<file path="src/rtl/mem_arbiter_if.sv">
// Bundle of every request, response and ROM-side signal of the two-port ROM arbiter.
// The arbiter uses the slave view; requesters and the ROM use the master view.
`timescale 1ns/1ps
interface mem_arbiter_if #(
  parameter int AW    = 4,
  parameter int EXTRA = 4
);
  localparam int DW = (2**EXTRA)*8;

  logic             req0;
  logic             req1;
  logic [AW:0]      addr0;
  logic [AW:0]      addr1;
  logic [EXTRA-1:0] extra0;
  logic [EXTRA-1:0] extra1;
  logic [AW:0]      lo0;
  logic [AW:0]      lo1;
  logic [AW:0]      hi0;
  logic [AW:0]      hi1;
  logic             rvalid0;
  logic             rvalid1;
  logic [DW-1:0]    rdata0;
  logic [DW-1:0]    rdata1;
  logic             rerror0;
  logic             rerror1;
  logic [AW:0]      mem_addr;
  logic [EXTRA-1:0] mem_extra;
  logic [AW:0]      mem_lower_bound;
  logic [AW:0]      mem_upper_bound;
  logic [DW-1:0]    mem_data;
  logic             mem_error;
  logic             busy;
  logic [1:0]       grant;

  modport slave (
    input  req0, req1, addr0, addr1, extra0, extra1, lo0, lo1, hi0, hi1,
    input  mem_data, mem_error,
    output rvalid0, rvalid1, rdata0, rdata1, rerror0, rerror1,
    output mem_addr, mem_extra, mem_lower_bound, mem_upper_bound,
    output busy, grant
  );

  modport master (
    output req0, req1, addr0, addr1, extra0, extra1, lo0, lo1, hi0, hi1,
    output mem_data, mem_error,
    input  rvalid0, rvalid1, rdata0, rdata1, rerror0, rerror1,
    input  mem_addr, mem_extra, mem_lower_bound, mem_upper_bound,
    input  busy, grant
  );
endinterface

</file>
<file path="src/rtl/mem_arbiter.sv">
// Round-robin arbiter sharing one single-cycle-latency ROM between a fetch port (0)
// and a data port (1); one access in flight, IDLE -> ISSUE -> RESP.
`timescale 1ns/1ps
module mem_arbiter #(
  parameter int AW    = 4,
  parameter int EXTRA = 4
) (
  input  logic          clk,
  input  logic          reset,
  mem_arbiter_if.slave  bus
);
  localparam int DW = (2**EXTRA)*8;

  typedef enum logic [1:0] {
    IDLE  = 2'd0,
    ISSUE = 2'd1,
    RESP  = 2'd2
  } state_t;

  state_t           r_state;
  state_t           w_state_next;
  logic [1:0]       r_grant;
  logic [1:0]       w_grant_next;
  logic             r_last;
  logic             w_last_next;
  logic [AW:0]      r_addr;
  logic [AW:0]      w_addr_next;
  logic [EXTRA-1:0] r_extra;
  logic [EXTRA-1:0] w_extra_next;
  logic [AW:0]      r_lo;
  logic [AW:0]      w_lo_next;
  logic [AW:0]      r_hi;
  logic [AW:0]      w_hi_next;

  logic [1:0]       w_req;
  logic [AW:0]      w_addr  [2];
  logic [EXTRA-1:0] w_extra [2];
  logic [AW:0]      w_lo    [2];
  logic [AW:0]      w_hi    [2];
  logic [1:0]       w_rvalid;
  logic [1:0]       w_rerror;
  logic [DW-1:0]    w_rdata [2];
  logic             w_win;
  logic             w_other;

  assign w_req      = {bus.req1, bus.req0};
  assign w_addr[0]  = bus.addr0;
  assign w_addr[1]  = bus.addr1;
  assign w_extra[0] = bus.extra0;
  assign w_extra[1] = bus.extra1;
  assign w_lo[0]    = bus.lo0;
  assign w_lo[1]    = bus.lo1;
  assign w_hi[0]    = bus.hi0;
  assign w_hi[1]    = bus.hi1;

  // r_last = 1 means port 1 was granted last, so port 0 wins a tie.
  assign w_win   = (w_req == 2'b11) ? ~r_last : w_req[1];
  // In RESP the port not being served is the only candidate for the next grant.
  assign w_other = r_grant[0];

  always_comb begin
    w_state_next = r_state;
    w_grant_next = r_grant;
    w_last_next  = r_last;
    w_addr_next  = r_addr;
    w_extra_next = r_extra;
    w_lo_next    = r_lo;
    w_hi_next    = r_hi;
    case (r_state)
      IDLE: begin
        if (|w_req) begin
          w_state_next = ISSUE;
          w_grant_next = w_win ? 2'b10 : 2'b01;
          w_last_next  = w_win;
          w_addr_next  = w_addr[w_win];
          w_extra_next = w_extra[w_win];
          w_lo_next    = w_lo[w_win];
          w_hi_next    = w_hi[w_win];
        end
      end
      ISSUE: begin
        w_state_next = RESP;
      end
      RESP: begin
        if (w_req[w_other]) begin
          w_state_next = ISSUE;
          w_grant_next = w_other ? 2'b10 : 2'b01;
          w_last_next  = w_other;
          w_addr_next  = w_addr[w_other];
          w_extra_next = w_extra[w_other];
          w_lo_next    = w_lo[w_other];
          w_hi_next    = w_hi[w_other];
        end else begin
          w_state_next = IDLE;
          w_grant_next = 2'b00;
        end
      end
      default: begin
        w_state_next = IDLE;
        w_grant_next = 2'b00;
      end
    endcase
  end

  always_ff @(posedge clk) begin
    if (reset) begin
      r_state <= IDLE;
      r_grant <= 2'b00;
      r_last  <= 1'b1;
      r_addr  <= '0;
      r_extra <= '0;
      r_lo    <= '0;
      r_hi    <= '0;
    end else begin
      r_state <= w_state_next;
      r_grant <= w_grant_next;
      r_last  <= w_last_next;
      r_addr  <= w_addr_next;
      r_extra <= w_extra_next;
      r_lo    <= w_lo_next;
      r_hi    <= w_hi_next;
    end
  end

  // ROM request is presented only in ISSUE; its data comes back during RESP.
  assign bus.mem_addr        = (r_state == ISSUE) ? r_addr  : '0;
  assign bus.mem_extra       = (r_state == ISSUE) ? r_extra : '0;
  assign bus.mem_lower_bound = (r_state == ISSUE) ? r_lo    : '0;
  assign bus.mem_upper_bound = (r_state == ISSUE) ? r_hi    : '0;

  generate
    for (genvar gi = 0; gi < 2; gi++) begin : g_resp
      assign w_rvalid[gi] = (r_state == RESP) && r_grant[gi];
      assign w_rerror[gi] = w_rvalid[gi] & bus.mem_error;
      assign w_rdata[gi]  = w_rvalid[gi] ? bus.mem_data : '0;
    end
  endgenerate

  assign bus.rvalid0 = w_rvalid[0];
  assign bus.rvalid1 = w_rvalid[1];
  assign bus.rerror0 = w_rerror[0];
  assign bus.rerror1 = w_rerror[1];
  assign bus.rdata0  = w_rdata[0];
  assign bus.rdata1  = w_rdata[1];
  assign bus.busy    = (r_state != IDLE);
  assign bus.grant   = r_grant;
endmodule

</file>
<file path="src/flat_wrapper.sv">
// flat-port wrapper written by rule: the top's interface ports become plain ports
module mem_arbiter_flat 
#(
  parameter int AW    = 4,
  parameter int EXTRA = 4
)
  (clk, reset, bus_req0, bus_req1, bus_addr0, bus_addr1, bus_extra0, bus_extra1, bus_lo0, bus_lo1, bus_hi0, bus_hi1, bus_mem_data, bus_mem_error, bus_rvalid0, bus_rvalid1, bus_rdata0, bus_rdata1, bus_rerror0, bus_rerror1, bus_mem_addr, bus_mem_extra, bus_mem_lower_bound, bus_mem_upper_bound, bus_busy, bus_grant);
  mem_arbiter_if #(.AW(AW), .EXTRA(EXTRA)) bus_i ();
  input  logic clk;
  input  logic reset;
  input wire logic [$bits(bus_i.req0)-1:0] bus_req0;
  input wire logic [$bits(bus_i.req1)-1:0] bus_req1;
  input wire logic [$bits(bus_i.addr0)-1:0] bus_addr0;
  input wire logic [$bits(bus_i.addr1)-1:0] bus_addr1;
  input wire logic [$bits(bus_i.extra0)-1:0] bus_extra0;
  input wire logic [$bits(bus_i.extra1)-1:0] bus_extra1;
  input wire logic [$bits(bus_i.lo0)-1:0] bus_lo0;
  input wire logic [$bits(bus_i.lo1)-1:0] bus_lo1;
  input wire logic [$bits(bus_i.hi0)-1:0] bus_hi0;
  input wire logic [$bits(bus_i.hi1)-1:0] bus_hi1;
  input wire logic [$bits(bus_i.mem_data)-1:0] bus_mem_data;
  input wire logic [$bits(bus_i.mem_error)-1:0] bus_mem_error;
  output wire logic [$bits(bus_i.rvalid0)-1:0] bus_rvalid0;
  output wire logic [$bits(bus_i.rvalid1)-1:0] bus_rvalid1;
  output wire logic [$bits(bus_i.rdata0)-1:0] bus_rdata0;
  output wire logic [$bits(bus_i.rdata1)-1:0] bus_rdata1;
  output wire logic [$bits(bus_i.rerror0)-1:0] bus_rerror0;
  output wire logic [$bits(bus_i.rerror1)-1:0] bus_rerror1;
  output wire logic [$bits(bus_i.mem_addr)-1:0] bus_mem_addr;
  output wire logic [$bits(bus_i.mem_extra)-1:0] bus_mem_extra;
  output wire logic [$bits(bus_i.mem_lower_bound)-1:0] bus_mem_lower_bound;
  output wire logic [$bits(bus_i.mem_upper_bound)-1:0] bus_mem_upper_bound;
  output wire logic [$bits(bus_i.busy)-1:0] bus_busy;
  output wire logic [$bits(bus_i.grant)-1:0] bus_grant;
  assign bus_i.req0 = bus_req0;
  assign bus_i.req1 = bus_req1;
  assign bus_i.addr0 = bus_addr0;
  assign bus_i.addr1 = bus_addr1;
  assign bus_i.extra0 = bus_extra0;
  assign bus_i.extra1 = bus_extra1;
  assign bus_i.lo0 = bus_lo0;
  assign bus_i.lo1 = bus_lo1;
  assign bus_i.hi0 = bus_hi0;
  assign bus_i.hi1 = bus_hi1;
  assign bus_i.mem_data = bus_mem_data;
  assign bus_i.mem_error = bus_mem_error;
  assign bus_rvalid0 = bus_i.rvalid0;
  assign bus_rvalid1 = bus_i.rvalid1;
  assign bus_rdata0 = bus_i.rdata0;
  assign bus_rdata1 = bus_i.rdata1;
  assign bus_rerror0 = bus_i.rerror0;
  assign bus_rerror1 = bus_i.rerror1;
  assign bus_mem_addr = bus_i.mem_addr;
  assign bus_mem_extra = bus_i.mem_extra;
  assign bus_mem_lower_bound = bus_i.mem_lower_bound;
  assign bus_mem_upper_bound = bus_i.mem_upper_bound;
  assign bus_busy = bus_i.busy;
  assign bus_grant = bus_i.grant;
  mem_arbiter #(.AW(AW), .EXTRA(EXTRA)) u_core (.clk(clk), .reset(reset), .bus(bus_i));
endmodule
</file>
<file path="config.mk">
export PLATFORM = sky130hd
export DESIGN_NAME = mem_arbiter_flat
export DESIGN_NICKNAME = d
export VERILOG_FILES = /design/src/rtl/mem_arbiter_if.sv /design/src/rtl/mem_arbiter.sv /design/src/flat_wrapper.sv
export SDC_FILE = /design/constraint.sdc
export NUM_CORES = 1
export LEC_CHECK = 0
export BUFFER_PORTS_ARGS = -buffer_cell sky130_fd_sc_hd__buf_2
export CORE_AREA = 3 3 176 178
export CTS_CLUSTER_SIZE = 40
export DETAILED_ROUTE_END_ITERATION = 16
export DIE_AREA = 0 0 179 181
export PLACE_DENSITY = 0.36
export SETUP_SLACK_MARGIN = 0.4
export SLEW_MARGIN = 5
export SYNTH_ARGS = -nofsm -noshare
export SYNTH_HDL_FRONTEND = slang
export SYNTH_SLANG_ARGS = --single-unit
</file>
<file path="constraint.sdc">
create_clock -name clk -period 1.8 [get_ports clk]
set_input_delay 0.27 -clock clk [delete_from_list [all_inputs] [get_ports clk]]
set_output_delay 0.27 -clock clk [all_outputs]
set_load 0.03 [all_outputs]
</file>
======== Word level (Yosys, flattened, before mapping) ========
Index checks and enable logic that the tools add are counted.
storage, ports and cells
  register bits after elaboration ......... 24
  bits of input ports ..................... 171
  output and inout port bits .............. 282
  word-level logic and storage cells ...... 85
operators by class
  $lt $le $gt $ge ......................... 3
  eq/ne operators ......................... 5
  muxes and demuxes ....................... 56
  bitwise operators ....................... 6
  reductions and logical operators ........ 8
operator list
  operator                                                    count
  two-way mux 128 bit                                         2
  two-way mux 5 bit                                           27
  two-way mux 4 bit                                           9
  case mux 5 bit (2 select lines)                             3
  case mux 2 bit (3 select lines)                             2
  two-way mux 2 bit                                           5
  case mux 4 bit (2 select lines)                             1
  two-way mux 1 bit                                           6
  equality test 2 bit, second input constant                  2
  >= comparator 2 bit, second input constant                  2
  inequality test 2 x 1 -> 1 bit, second input constant       2
  NOT 1 -> 2 bit                                              2
  nonzero test 2 bit                                          2
  AND reduction 3 bit                                         1
  bitwise AND 1 bit                                           2
  equality test 2 x 1 -> 1 bit, second input constant         1
  logical AND 1 bit                                           2
  zero test 2 bit                                             1
  less-than comparator 1 x 2 -> 1 bit, second input constant  1
  NOT 1 bit                                                   2
  case mux 1 bit (2 select lines)                             1
  AND reduction 2 bit                                         1
  OR reduction 2 bit                                          1

======== Depth between registers and ports, before layout ========
Gate-level depths: netlist of the first run.
  depth after elaboration ................. 8
  mapped depth ............................ 7
  depth with buffers taken out ............ 4

======== Worst setup path after synthesis of the first run ========
No wires, ideal clock.
  kind .................................... register to output
  from .................................... reg u_core.r_grant[0] (netlist: u_core.bus.grant[0])
  to ...................................... out bus_rdata0[118]
  arrival ................................. 1.685 ns
  path slack .............................. -0.155 ns
  stages on the path, launching flop included .. 5
  path buffers ............................ 2
  path through ............................ dfxtp_1 and3b_1 buf_2 clkbuf_1 and2_1
on the way
  longest elaborated chain between the ends .. 2
ends and longest elaborated chain
  what                    RTL line            source
  start, declared         mem_arbiter.sv:22   logic [1:0] r_grant;
  start signal, assigned  mem_arbiter.sv:116  r_grant <= w_grant_next;
  logical AND 1 bit       mem_arbiter.sv:133  assign w_rvalid[gi] = (r_state == RESP) && r_grant[gi];
  via bus_rvalid0         flat_wrapper.sv:23  output wire logic [$bits(bus_i.rvalid0)-1:0] bus_rvalid0;
  two-way mux 128 bit     mem_arbiter.sv:135  assign w_rdata[gi] = w_rvalid[gi] ? bus.mem_data : '0;
  end, declared           flat_wrapper.sv:25  output wire logic [$bits(bus_i.rdata0)-1:0] bus_rdata0;
The timed path passes the listed nets, and every way through them passes these cells.

======== Worst setup path in the final report of the first run ========
  from .................................... reg u_core.r_state[0]
  to ...................................... out bus_rdata1[0]
on the way
  longest elaborated chain between the ends .. 3
ends and longest elaborated chain
  what                    RTL line            source
  start, declared         mem_arbiter.sv:20   state_t r_state;
  start signal, assigned  mem_arbiter.sv:115  r_state <= w_state_next;
  equality test 2 bit     mem_arbiter.sv:133
  logical AND 1 bit       mem_arbiter.sv:133
  two-way mux 128 bit     mem_arbiter.sv:135
  end, declared           flat_wrapper.sv:26  output wire logic [$bits(bus_i.rdata1)-1:0] bus_rdata1;
Every way passes these cells.

==> results of run 1 <==
[layer usage]
metal | up-vias | wire length (um)
met5 | - | 34
met4 | 6 | 227
met3 | 19 | 1720
met2 | 229 | 12600
met1 | 2195 | 9180
li1 | 2342 | -
[worst register-to-register path: stages (launching register included)]
cell and delay (ns):
dfxtp_2 0.36, and3b_4 0.23, buf_4 0.16, a21oi_4 0.19, buf_12 0.19, mux2i_2 0.24
a211oi_1 0.09
[kinds of logic after synthesis]
| kind of cell | synth area share (%) |
|---|---|
| and+or+nand+nor | 61.6 |
| AOI/OAI and AO/OA | 10.8 |
| buffers and inverters | 7.24 |
| DFF | 15.8 |
| muxes | 4.61 |
[sequential cells by signal, indices dropped and copies added, names as in the netlist]
register and flops:
u_core.r_addr 5, u_core.r_extra 4, u_core.bus.grant 2, u_core.r_lo 5
u_core.r_last 1, u_core.r_hi 5, u_core.r_state 2
[cell type report]
class / instances / area, um2
fillers: 3167 / 20400
clock buffers: 3 / 75.1
inverters: 4 / 17.5
clock inverters: 1 / 30.0
multi-input cells: 370 / 3060
well taps: 390 / 488
diodes: 3 / 7.51
repair buffers: 511 / 4980
flip-flops and latches: 24 / 488
[stage by stage]
step | setup TNS, ns | hold slack (ns) | util, % | instance area [um2]
2_1_floorplan | 0 | 0.343 | - | 3930
5_1_grt | -14.19 | 0.289 | 30.9 | 9140
4_1_cts | -2.87 | 0.264 | 29.4 | 8690
6_report | -1.90 | 0.264 | 30.9 | 9150
3_3_place_gp | 0 | 0.477 | 22.1 | 6530
3_5_place_dp | 0 | 0.476 | 22.1 | 6530
[report_power, final]
part	switching [W]	total [W]	internal (W)
clock network	0.000215	0.000658	0.000443
registers	0.0000360	0.000630	0.000594
logic	0.000621	0.00123	0.000612
total	0.000872	0.00252	0.00165
[Yosys cell counts]
cell type	instances	share of area, %
a2bb2oi_1	1	0.29
a21boi_0	1	0.25
o221a_2	1	0.37
a31oi_1	4	0.82
a21oi_4	1	0.53
a21boi_2	1	0.37
mux2i_1	14	4.6
o21ai_0	12	2.0
o21ba_2	1	0.33
buf_4	2	0.49
o21ai_1	1	0.16
o22ai_1	1	0.21
inv_1	4	0.49
clkbuf_1	29	3.6
or2_2	1	0.21
nor2b_1	1	0.21
and3b_1	1	0.29
nand2_1	7	0.86
buf_6	1	0.37
a221oi_1	1	0.29
and2b_1	1	0.25
a211oi_1	10	2.5
nand2b_1	2	0.41
nor3_1	1	0.16
and2_1	278	57
and3_1	2	0.41
a21oi_1	11	1.8
dfxtp_1	24	16
buf_2	6	0.99
nor2_1	13	1.6
a211oi_2	1	0.41
o211ai_1	2	0.49
buf_12	2	1.3
[timing repair]
item	in CTS	in global routing
resized for setup	508	64
pin swaps	16	1
gates cloned	14	9
setup buffers	14	1
setup endpoints to repair	298	301
[worst max path at each step]
| stage | startpoint | slack (ns) | end |
|---|---|---|---|
| after floorplan | u_core.bus.grant[0] | 0.32 | u_core.r_hi[2] |
| after global placement | u_core.r_state[0] | 0.13 | bus_rdata0[113] |
| after detailed placement | u_core.r_state[0] | 0.09 | bus_rdata0[112] |
| after CTS | u_core.r_state[0] | -0.04 | bus_rdata0[23] |
| after global routing | u_core.r_state[0] | -0.09 | bus_rdata0[36] |
| final | u_core.r_state[0] | -0.03 | bus_rdata1[0] |
==> impl_results.md, run 1 <==
- Most common cell after layout, fill and taps aside: and2_4
- Final Routed Wirelength: approximately 24000 um
- CP max stage delay: 0.36 ns
- Pins over their slew limit: 0
- Syn Std Cell Area: 0.00304 mm2
- H-tree Lvls: 1
- # DRC: 0
- Worst path cell trace: inv_4 -> and3_4 -> buf_4 -> buf_12 -> buf_16 -> and2_2 -> buf_6
- Fmax: 0.546 GHz
- P per Cell Area: 276 mW/mm2
- Share of layout cells above drive strength 1: 88.5%
- Initial DRC count: between 150 and 200
- Die height: 181 um
- Vias in the first global route: between 4k and 5k
- WL per Instance: 18.2 um
- Number of clock sinks: 24
- Relative slew slack: 74.2%
- Reg2Reg Depth: 6
- Port bufs: 452
- Area grow syn2layout: 201%
- Setup crit end kind: primary output
- Met3 Use GR: approximately 2.6%
- Min-Delay Startpoint: bus_hi0[4]
- Clk_lat worst skew: 0.26 ns
- Row cnt: 63
- Hold Path Depth: 3
- Hold EP: u_core.r_hi[4]
- Dpl ws: 0.0923 ns
- Final Cycle Share: 102%
- Slowest cell on crit path: dfxtp_2
- Drt first pass iters: 4
- Number of max-cap violations: 0
- CP bufs+invs: 5
- Final Setup Violations: around 150
- Reg2reg start: u_core.r_state[0]
- DP Wirelength: 17600 um
- CP startpoint kind: flip-flop
- Synth Instances: 438
- Synth Register Bits: 24
- Met1 GRT Util: about 15%
- Outcome: finished, violations left
- Core Footprint: roughly 0.030 mm2
- Die area: between 0.03 and 0.04 mm2
- Crit-path leading delay family: buffers and inverters
- WS Path Type: flip-flop to primary output
- Crit path time final: ~1.8 ns
- Failing checks: negative setup slack
- CTS Root Buffer Type: clkbuf_16
- WP depth: 7
- VDD IR-drop max: 283 uV
- Worst EP required: about 1.5 ns
- Top-level I/O count: 453
- Crit-path max FO: 5
- Routability congestion estimate from global placement: 0.779
- Vias per cell: roughly 3.7
- Final Hold Viols: 0
- Post-synth net total: 609
- Synth warn: 0
- Final ANT Viol Nets: 0
- Placed Cells: 1261
- CTS tree: done
- Clock Tree Buf Depth: 2
- Worst Path Arrival: 1.56 ns
- Crit Reg-Reg Endpoint: u_core.r_lo[1]
- CTS buffer count: 3
- Count of cell types in the netlist: 33
- Largest net degree at the start of global routing: 29
- Mean Syn Cell Area: 6.94 um2
- GRT overflow: 0
- Worst setup margin: -0.0326 ns
- Worst Skew: between 0.006 and 0.007 ns
- Least-Margin Pin Slew: roughly 0.39 ns
- Met2 GRT Util: 25.1%
- HP Class: input port to flip-flop
- Most frequent cells in the layout: 230 x and2_4, 210 x buf_6, 172 x buf_2
- Total power after layout: 0.00252 W
- GRT Max-Usage Layer: met2
- Width of the die: 179 um
- Leak: about 4.6 nW
- First-pass GRT wire length: 32100 um
- Worst reg2reg setup slack: between 0.2 and 0.25 ns
- Nets: 1085
- Register area share after synthesis: 15.8%
- Fin cells: 1306
- Post-CTS Hold Buffers: 0
- Initial antenna violation count: 5
- Clk slew on worst S/H paths: 0.07 ns
- Via Count: between 4k and 5k
- Global-route usage over all layers: between 10% and 20%
- RSZ-0062 raised after global routing: true
- Initial Util: 10.3%
No activity file was read; power rests on OpenSTA's default activity.
==> run 2: changes to the inputs <==
CORE_AREA = 3 3 175 177   (was 3 3 176 178)
DIE_AREA = 0 0 178 180   (was 0 0 179 181)
PLACE_DENSITY = 0.38   (was 0.36)
clock period = 1.6 ns   (was 1.8 ns; I/O delays follow)
==> impl_results.md, run 2 (same netlist as run 1, synthesis figures left out) <==
- Outcome: finished, violations left (unchanged)
- Failing checks: negative setup slack (unchanged)
- Area grow syn2layout: 204% (was 201%)
- H-tree Lvls: 1 (unchanged)
- Final Cycle Share: 116%
- GRT overflow: 0 (unchanged)
- Relative slew slack: 72.7% (was 74.2%)
- Clock Tree Buf Depth: 2 (unchanged)
- CTS buffer count: 3 (unchanged)
- Largest regs: u_core.r_addr (5), u_core.r_hi (5), u_core.r_lo (5) (unchanged)
- Most frequent cells in the layout: 270 x and2_4, 237 x buf_6, 171 x buf_2 (was 230 x and2_4, 210 x buf_6, 172 x buf_2)
- P_sw: 0.000962 W (was 0.000872 W)
- Nets: 1089 (was 1085)
- Worst Path Arrival: 1.62 ns (was 1.56 ns)
- Largest net degree at the start of global routing: 60 (was 29)
- VDD IR-drop max: 343 uV (was 283 uV)
- Placed cell area: 0.00654 mm2 (was 0.00653 mm2)
- Worst path cell trace: and3b_4 -> buf_12 -> buf_6 -> buf_16 -> and2_4 -> buf_6 (was inv_4 -> and3_4 -> buf_4 -> buf_12 -> buf_16 -> and2_2 -> buf_6)
- Global-route usage over all layers: 12.3% (was 13.0%)
- Fmax: 0.538 GHz
- Internal Power: 0.00168 W (was 0.00165 W)
- Crit-path max FO: 8 (was 5)
- Slowest cell on crit path: and3b_4 (was dfxtp_2)
- WS Path Type: flip-flop to primary output (unchanged)
- Clk_lat worst skew: 0.26 ns (about the same)
- Worst setup margin: -0.257 ns (was -0.0326 ns)
- Min Hold Slack: 0.233 ns (was 0.264 ns)
- Pins over their slew limit: 0 (unchanged)
- Final Setup Violations: 288 (was 149)
- Post-CTS Hold Buffers: 0 (unchanged)
- Cell mode on critical path: buf_6
- Initial DRC count: 183 (was 175)
- Number of clock sinks: 24 (unchanged)
- Final Hold Viols: 0 (unchanged)
- Number of max-cap violations: 0 (unchanged)
- Vias per cell: 3.71 (was 3.67)
- HP Class: input port to flip-flop (unchanged)
- First-pass GRT wire length: 30100 um (was 32100 um)
- DP Wirelength: 17600 um (about the same)
- Top-level I/O count: 453 (unchanged)
- Initial antenna violation count: 2 (was 5)
- Least-Margin Pin Slew: 0.409 ns (was 0.386 ns)
- Die height: 180 um (was 181 um)
- Port bufs: 452 (unchanged)
- Worst Skew: 0.00161 ns (was 0.00614 ns)
- RSZ-0062 raised after global routing: true (unchanged)
- Diode count: 0 (was 3)
- Row cnt: 63 (unchanged)
- CTS tree: done (unchanged)
- Final ANT Viol Nets: 0 (unchanged)
- Leak: 4.59 nW (was 4.60 nW)
- Worst EP required: 1.36 ns (was 1.53 ns)
- Clk slew on worst S/H paths: 0.06 ns (was 0.07 ns)
- CP max stage delay: 0.35 ns (was 0.36 ns)
- Clk pwr share: 21.3% (was 26.1%)
- Crit path time final: 1.86 ns
- Via Count: 4850 (was 4791)
- Width of the die: 178 um (was 179 um)
- Setup crit end kind: primary output (unchanged)
- Crit-path leading delay family: buffers and inverters (unchanged)
- Drt first pass iters: 4 (unchanged)
- Vias in the first global route: 4524 (was 4831)
- P per Cell Area: 285 mW/mm2 (was 276 mW/mm2)
- Most common cell after layout, fill and taps aside: and2_4 (unchanged)
- Initial Util: 10.3% (about the same)
- # fillers: 3090 (was 3167)
- Comb pwr share: 52.0% (was 48.9%)
- Die area: 0.0320 mm2 (was 0.0324 mm2)
- Switching Fraction: 36.4% (was 34.6%)
- WL per Instance: 18.8 um (was 18.2 um)
- Final Routed Wirelength: 24600 um (was 23800 um)
- CP startpoint kind: flip-flop (unchanged)
- Routability congestion estimate from global placement: 0.816 (was 0.779)
- Share of layout cells above drive strength 1: 88.5% (about the same)
- CTS Root Buffer Type: clkbuf_16 (unchanged)
- Core Footprint: 0.0294 mm2 (was 0.0296 mm2)
- CP bufs+invs: 4 (was 5)
- # DRC: 0 (unchanged)
- Worst reg2reg setup slack: -0.08 ns (was 0.23 ns)
- Sequential power share: 26.7% (was 25.0%)
- TNS Setup: -48.36 ns (was -1.90 ns)
- Post-Layout Inst Area: 0.00926 mm2 (was 0.00915 mm2)
-- run 2: worst reg2reg max path: cells and delay by family, from the launching register on --
family	cells	cell delay, ns
buffers and inverters	3	0.46
flip-flops	1	0.36
AO/OA/AOI/OAI	2	0.28
AND/OR/NAND/NOR	1	0.24
multiplexers	1	0.23
-- run 2: path summary, 6_finish.rpt --
| check | cells after the start | start | to |
|---|---|---|---|
| worst min register to register | 2 | u_core.bus.grant[1] | u_core.bus.grant[1] |
| worst max register to register | 7 | u_core.r_state[0] | u_core.r_extra[1] |
| worst max-delay path | 6 | u_core.r_state[0] | bus_rdata0[108] |
| worst min-delay path | 3 | bus_hi0[4] | u_core.r_hi[4] |
-- run 2: layout make-up --
| cell class | instances | area, um2 | share of cell area (%) |
|---|---|---|---|
| multi-input cells | 370 | 3090 | 33.4 |
| well taps | 390 | 488 | 5.27 |
| inverters | 4 | 17.5 | 0.189 |
| flip-flops and latches | 24 | 488 | 5.27 |
| clock buffers | 4 | 78.8 | 0.851 |
| repair buffers | 515 | 5100 | 55.0 |
-- run 2: metal layers --
metal	up-vias	part of all wire (%)	GRT usage (%)
met1	2227	40	14.7
met5	-	0.085	0
met2	248	50	22.9
met4	4	1.5	1.57
met3	27	7.7	2.51
li1	2344	-	-
-- run 2: power groups by stage --
stage / clock [W] / combinational, W / sequential, W
2_1_floorplan: 0 / 0.000646 / 0.000718
3_3_place_gp: 0 / 0.00112 / 0.000715
3_5_place_dp: 0 / 0.00112 / 0.000717
4_1_cts: 0.000585 / 0.00121 / 0.000705
5_1_grt: 0.000611 / 0.00147 / 0.000713
6_report: 0.000562 / 0.00137 / 0.000706
-- run 2: what timing repair did --
action	4_1_cts	5_1_grt
gates resized for setup	209	489
buffers inserted	12	6
setup endpoints to repair	301	303
pin swaps	2	4
gates cloned	9	17
-- run 2: stage by stage --
| step | util, % | setup WS (ns) | std cells | total power [W] |
|---|---|---|---|---|
| final | 31.5 | -0.257 | 1307 | 0.00264 |
| after global routing | 31.5 | -0.306 | 1307 | 0.00280 |
| after CTS | 26.1 | -0.287 | 1284 | 0.00250 |
| after detailed placement | 22.2 | -0.0106 | 1259 | 0.00184 |
| after global placement | 22.2 | -0.00525 | 1259 | 0.00184 |
| after floorplan | - | 0.117 | 438 | 0.00136 |
